[config.mk]
export PLATFORM = sky130hd
export DESIGN_NAME = fetch_unit
export DESIGN_NICKNAME = d
export VERILOG_FILES = /design/src/rtl/fetch_unit.sv
export SDC_FILE = /design/constraint.sdc
export NUM_CORES = 1
export LEC_CHECK = 0
export CORE_ASPECT_RATIO = 0.9
export CORE_MARGIN = 4
export CORE_UTILIZATION = 47
export DETAILED_ROUTE_END_ITERATION = 10
export PLACE_DENSITY_LB_ADDON = 0.3
export SKIP_LAST_GASP = 1
export SLEW_MARGIN = 20
export SYNTH_ARGS = -nofsm -noshare
export SYNTH_HDL_FRONTEND = slang
export SYNTH_SLANG_ARGS = --single-unit
export TNS_END_PERCENT = 20
[constraint.sdc]
create_clock -name clk -period 5.5 [get_ports clk]
set_input_delay 1.1 -clock clk [delete_from_list [all_inputs] [get_ports clk]]
set_output_delay 1.1 -clock clk [all_outputs]
set_load 0.01 [all_outputs]
[src/rtl/fetch_unit.sv]
`default_nettype none
// ============================================================================
//  Module   : fetch_unit
//  Purpose  : Fetch-side producer of the fetch/decode interface. Owns the
//             fetch PC, a req/ack instruction-memory port with variable
//             latency and a small prefetch FIFO. Decode stalls and memory
//             latency are decoupled by the FIFO. Execute redirects flush the
//             FIFO and discard a stale in-flight response.
//  Ports    : clk, rst            - clock, synchronous active-high reset
//             imem_req/imem_addr  - fetch request, held stable until ack
//             imem_ack/imem_rdata - memory response (may ack same cycle)
//             stall_F             - decode cannot accept, hold FIFO head
//             redirect_E/target_E - taken branch/jump from execute
//             valid_F, instr_F, PC_F, PCPlus4_F - FIFO head to decode
//  Revision : 1.0 - initial release
// ============================================================================
module fetch_unit #(
  parameter int               WIDTH    = 32,
  parameter int               DEPTH    = 2,
  parameter logic [WIDTH-1:0] RESET_PC = '0
) (
  input  logic             clk,
  input  logic             rst,
  output logic             imem_req,
  output logic [WIDTH-1:0] imem_addr,
  input  logic             imem_ack,
  input  logic [WIDTH-1:0] imem_rdata,
  input  logic             stall_F,
  input  logic             redirect_E,
  input  logic [WIDTH-1:0] target_E,
  output logic             valid_F,
  output logic [WIDTH-1:0] instr_F,
  output logic [WIDTH-1:0] PC_F,
  output logic [WIDTH-1:0] PCPlus4_F
);

  localparam int                 c_PTR_W = $clog2(DEPTH);
  localparam int                 c_CNT_W = $clog2(DEPTH + 1);
  localparam logic [c_CNT_W-1:0] c_FULL  = c_CNT_W'(DEPTH);
  localparam logic [c_CNT_W-1:0] c_CNT_1 = c_CNT_W'(1);
  localparam logic [c_PTR_W-1:0] c_PTR_1 = c_PTR_W'(1);
  localparam logic [WIDTH-1:0]   c_NOP   = WIDTH'(32'h0000_0013);
  localparam logic [WIDTH-1:0]   c_FOUR  = WIDTH'(4);

  typedef enum logic [0:0] {
    S_FETCH   = 1'b0,
    S_DISCARD = 1'b1
  } state_t;

  state_t             r_state;
  logic               r_req;
  logic [WIDTH-1:0]   r_fetch_pc;
  logic [WIDTH-1:0]   r_stale_addr;
  logic [c_CNT_W-1:0] r_count;
  logic [c_PTR_W-1:0] r_rd_ptr;
  logic [c_PTR_W-1:0] r_wr_ptr;
  logic [WIDTH-1:0]   r_instr_q [DEPTH];
  logic [WIDTH-1:0]   r_pc_q    [DEPTH];

  logic               w_hs;
  logic               w_push;
  logic               w_pop;
  logic [c_CNT_W-1:0] w_count_next;

  // A handshake in DISCARD belongs to the abandoned request and is dropped.
  // Redirect outranks both push and pop.
  assign w_hs   = r_req & imem_ack;
  assign w_push = w_hs & (r_state == S_FETCH) & ~redirect_E;
  assign w_pop  = valid_F & ~stall_F & ~redirect_E;

  always_comb begin
    w_count_next = r_count;
    if (redirect_E) begin
      w_count_next = '0;
    end else if (w_push && !w_pop) begin
      w_count_next = r_count + c_CNT_1;
    end else if (!w_push && w_pop) begin
      w_count_next = r_count - c_CNT_1;
    end
  end

  assign valid_F   = (r_count != '0);
  assign instr_F   = valid_F ? r_instr_q[r_rd_ptr] : c_NOP;
  assign PC_F      = r_pc_q[r_rd_ptr];
  assign PCPlus4_F = PC_F + c_FOUR;

  // fetch_pc only moves on a push (which ends the request) or a redirect
  // (which moves a pending request onto r_stale_addr), so the address stays
  // constant for as long as imem_req is held.
  assign imem_req  = r_req;
  assign imem_addr = (r_state == S_DISCARD) ? r_stale_addr : r_fetch_pc;

  always_ff @(posedge clk) begin
    if (rst) begin
      r_state      <= S_FETCH;
      r_req        <= 1'b0;
      r_fetch_pc   <= RESET_PC;
      r_stale_addr <= '0;
      r_count      <= '0;
      r_rd_ptr     <= '0;
      r_wr_ptr     <= '0;
      for (int i = 0; i < DEPTH; i++) begin
        r_instr_q[i] <= '0;
        r_pc_q[i]    <= '0;
      end
    end else begin
      r_count <= w_count_next;

      // A pending request is held until acked; otherwise a new one is
      // issued whenever the FIFO will have room. Because the count cannot
      // grow while a request waits, a push never lands on a full FIFO.
      r_req <= (r_req & ~imem_ack) | (w_count_next < c_FULL);

      case (r_state)
        S_FETCH: begin
          if (redirect_E && r_req && !imem_ack) begin
            r_state      <= S_DISCARD;
            r_stale_addr <= r_fetch_pc;
          end
        end
        S_DISCARD: begin
          if (imem_ack) begin
            r_state <= S_FETCH;
          end
        end
        default: r_state <= S_FETCH;
      endcase

      if (redirect_E) begin
        r_fetch_pc <= target_E;
      end else if (w_push) begin
        r_fetch_pc <= r_fetch_pc + c_FOUR;
      end

      if (redirect_E) begin
        r_rd_ptr <= '0;
        r_wr_ptr <= '0;
      end else begin
        if (w_push) begin
          r_instr_q[r_wr_ptr] <= imem_rdata;
          r_pc_q[r_wr_ptr]    <= r_fetch_pc;
          r_wr_ptr            <= r_wr_ptr + c_PTR_1;
        end
        if (w_pop) begin
          r_rd_ptr <= r_rd_ptr + c_PTR_1;
        end
      end
    end
  end

endmodule
`default_nettype wire

# == Yosys cells after proc, flatten, opt, wreduce, memory -nomap -nowiden ==
# Memories as Yosys holds them, arrays and structs flattened. A register that Yosys moved wholly into a read port is not among the register bits.
# Index checks and enable logic that the tools add are counted.
# classes
n_addsub,6
mul,0
div_mod_pow,0
magnitude_cmp,1
eq_ne,0
n_shift,0
n_mux,26
n_bitwise,11
n_reduce_logical,13
# op_table
operator,n
$mux W32,6
$add A32 B3 Y32 const B,2
$reduce_or A32 Y1,2
$mux W1,16
$and A1 B1 Y1,6
$mux W2,3
$logic_and A1 B1 Y1,4
$not A1 Y1,4
$reduce_bool A2 Y1,2
$logic_not A1 Y1,3
$add A1 B1 Y1 const B,2
$add A2 B1 Y2 const B,1
$lt A2 B2 Y1 const B,1
$pmux W1 S2,1
$reduce_and A2 Y1,1
$reduce_or A2 Y1,1
$sub A2 B1 Y2 const B,1
$or A1 B1 Y1,1
# word_totals
register_bits,70
latchBits,0
ram_bits,128
rom_bits,0
wordCells,66
memories,2
# mem_list
memory,depth,word_bits,rd,rd_clocked_by_memory_dff,wr,line,text
r_instr_q,2,32,1,1,2,57,logic [WIDTH-1:0] r_instr_q [DEPTH];
r_pc_q,2,32,1,1,2,58,logic [WIDTH-1:0] r_pc_q [DEPTH];

# == Logic depth before layout (Yosys ltp) ==
# depth
ltp_word,10
ltp_mapped,11
mapped_depth_nobuf,9

# == Least setup slack after synthesis ==
# OpenSTA, ideal clock, no wires.
# synth_path
path_kind,input-to-reg
from,input imem_ack
to,memory r_instr_q[0][0] (enable)
setup_time_ns,0.499
arrival_time_ns,4.646
slack_ns,0.354
cell_stages,4
path_buffers,1
cell_sequence,buf_2 > nand3b_4 > nand2b_1 > o21bai_1
# synth_lines
item,line,text
"start, declared",26,"input logic imem_ack,"
"end, declared",57,

==> impl_metrics.toml <==
[logic_synthesis]
syn_area_sq_um = 9940
ys_ff_latch = 199
synthCells = 932
syn-num-nets = 1006
async_flop_share = 0
synth_edf_count = 128
syn_area_per_cell_sq_um = 10.7
synth_cell_types = 60
synth_top_cells_by_count = "and2_1 (128), edfxtp_1 (128), nand2_1 (99), nor2_1 (73), dfxtp_1 (71)"
yosys.area.top_type = "edfxtp_1"
yosys-top-cells-area = "edfxtp_1 (39%), dfxtp_1 (14%), and2_1 (8.1%), mux2_2 (5.8%), mux2i_1 (4.6%)"
ys_warn_count = 0
ys.flop_type = "edfxtp_1"
synth_top_area_frac = 0.387
synth_seq_area_share = 0.530

[floorplan]
core_sq_um = 20800
start_util = 0.479
rows = 50
die_y_um = 146
die_area_sq_um = 23500
ios = 199
fp.dieW_um = 161

[clock_tree]
cts_tree = "yes"
clkLatencyLatePin_ns = 0.43
cts_resized = 0
ctsLongestPathBuffers = 2
cts.reportedPaths.clkPinSlew_ns = 0.07
cts_hold_buf = 0
clock-sinks = 199
cts_setup_buffers = 0
cts-root-buf = "clkbuf_16"
cts_buffers = 17
h-tree-depth = 4

[sta]
setup_viol = 0
slew_headroom = 0.435
period_needed_ns = 4.48
finClkSkew_ns = 0.0108
max_freq_mhz = 223
hold_viol = 0
rsz0062_at_grt = "false"
maxSlewViolCount = 0
fin_setup_tns_ns = 0
period_share = 0.814
worst_slew_pin_slew_ns = 0.845

[final_layout]
syn_to_final_growth_pct = 27.6
fillers = 1732
post-route-util = 0.611
register_area_sq_um = 5270
final_nets = 1167
multi_input_area_sq_um = 4330
drive_above_1_share = 0.108
antenna_cells = 0

[pwr]
power.leakage_nw = 4.52
clkPwrFrac = 0.374
p_sw_mw = 0.802
p_sw_frac = 0.246
p_total_mw = 3.27
p_int_mw = 2.46
combinationalPowerShare = 0.104
power_density_nw_per_um2 = 257
ir_worst_vdd_mv = 0.187
pwr-share-seq = 0.522

[worst_setup_path]
start_kind = "flop"
r2r_slack_ns = 2.87
crit_type = "reg -> out"
reg2reg_to = "r_instr_q[0][24]$_SDFFCE_PN0P_"
ff2ff_path_depth = 5
worstReg2RegStart = "r_state$_SDFF_PP0_"
cp.arrival_ns = 3.38
worst-path-max-fanout = 65
required_ns = 4.40
critPathCaptureType = "output port"

[routing]
drt_iter0_markers = 530
via_per_inst = 5.21
route.vias.total = 7246
drt_wl_total_um = 24200
routedWlPerCell_um = 17.4
ant_nets = 0
drcViolationCount = 0
dr.pass1.iters = 5

[flow_run]
cap_violations = 0

[worst_hold_path]
holdPathEnd = "r_stale_addr[21]$_SDFFE_PP0P_"
worstHoldStart = "r_stale_addr[21]$_SDFFE_PP0P_"
min_path_cells = 2
min_path_type = "reg -> reg"

[grt]
globalRouteMet3Util = 0.0524
met1_usage = 0.292
grt_max_degree = 66
grt_remaining_overflow = 0
grt_antenna_before_repair = 0
grt.total_usage = 0.203
first_global_vias = 6928
grt_pass1_wl_um = 38100
met2_usage = 0.314
grt.busiest_layer = "met2"

[place]
hpwl_um = 16500
gp_congestion = 0.813
portBuffers = 198

[status]
status = "finished clean"
metal layers:
| layer | wire, um | share of wire | vias to the layer above |
|---|---|---|---|
| met3 | 1390 | 0.058 | 15 |
| met1 | 11600 | 0.48 | 3453 |
| met5 | 0 | 0 | - |
| met2 | 11000 | 0.45 | 215 |
| li1 | - | - | 3563 |
| met4 | 245 | 0.010 | 0 |
power groups by stage:
stage	registers [mW]	logic (mW)	clock network [mW]
6_report	1.70	0.340	1.22
5_1_grt	1.71	0.366	1.31
4_1_cts	1.70	0.344	1.24
3_5_place_dp	1.74	0.341	0
3_3_place_gp	1.73	0.339	0
2_1_floorplan	1.71	0.175	0
logic make-up after synthesis:
family / Yosys count / share of synthesized area
and+or+nand+nor: 399 / 0.218
DFF: 199 / 0.530
muxes: 97 / 0.104
AOI/OAI and AO/OA: 89 / 0.0558
buffers and inverters: 88 / 0.0379
xor gates and xnor gates: 55 / 0.0485
adders and majority gates: 5 / 0.00629
flip-flops by register name (all words and copies together), names as in the netlist, named ones only:
name	count
r_instr_q	64
r_stale_addr	32
r_state	1
r_fetch_pc	32
r_rd_ptr	1
r_wr_ptr	1
imem_req	1
r_count	2
r_pc_q	64
cell usage in the layout (no fill, tap or decap), types with 20 or more instances in the layout:
cell type	count
mux2_2	51
mux2i_1	46
nor2_1	73
dfxtp_1	70
clkdlybuf4s50_1	197
xnor2_1	32
nor3_1	20
a21oi_1	45
and2_1	128
nand2_1	99
edfxtp_1	128
xor2_1	23
how the worst max path moves through the flow:
stage	startpoint	endpoint	slack, ns	cells past startpoint
5_1_grt	flop	PCPlus4_F[28]	0.78	8
3_3_place_gp	flop	PCPlus4_F[28]	1.51	8
3_5_place_dp	flop	PCPlus4_F[28]	1.44	8
4_1_cts	flop	PCPlus4_F[28]	0.98	8
6_report	flop	PCPlus4_F[28]	1.02	8
2_1_floorplan	imem_ack	r_instr_q[0][0]$_SDFFCE_PN0P_	0.35	4
layout make-up:
type | count | area share
multi-input cells | 645 | 0.341
well taps | 286 | 0.0282
repair buffers | 211 | 0.165
clock buffers | 17 | 0.0335
flip-flops and latches | 199 | 0.415
inverters | 19 | 0.00562
clock inverters | 15 | 0.0115
worst max-delay path: stages (launching register included):
cell	delay [ns]
dfxtp_4	0.87
mux2i_1	0.20
inv_1	0.12
ha_1	0.23
o211a_1	0.23
nand4_2	0.29
nor3_1	0.28
xnor2_1	0.15
clkdlybuf4s50_1	0.56
stage by stage:
stage          std cells  hold WS [ns]  setup WS [ns]  area [sq um]
2_1_floorplan        932         0.433          0.354          9940
3_3_place_gp        1360         0.438           1.51         12100
3_5_place_dp        1360         0.447           1.44         12100
4_1_cts             1392         0.456          0.978         12700
5_1_grt             1392         0.475          0.783         12700
6_report            1392         0.453           1.02         12700
Power figures use the tool's default switching activity.
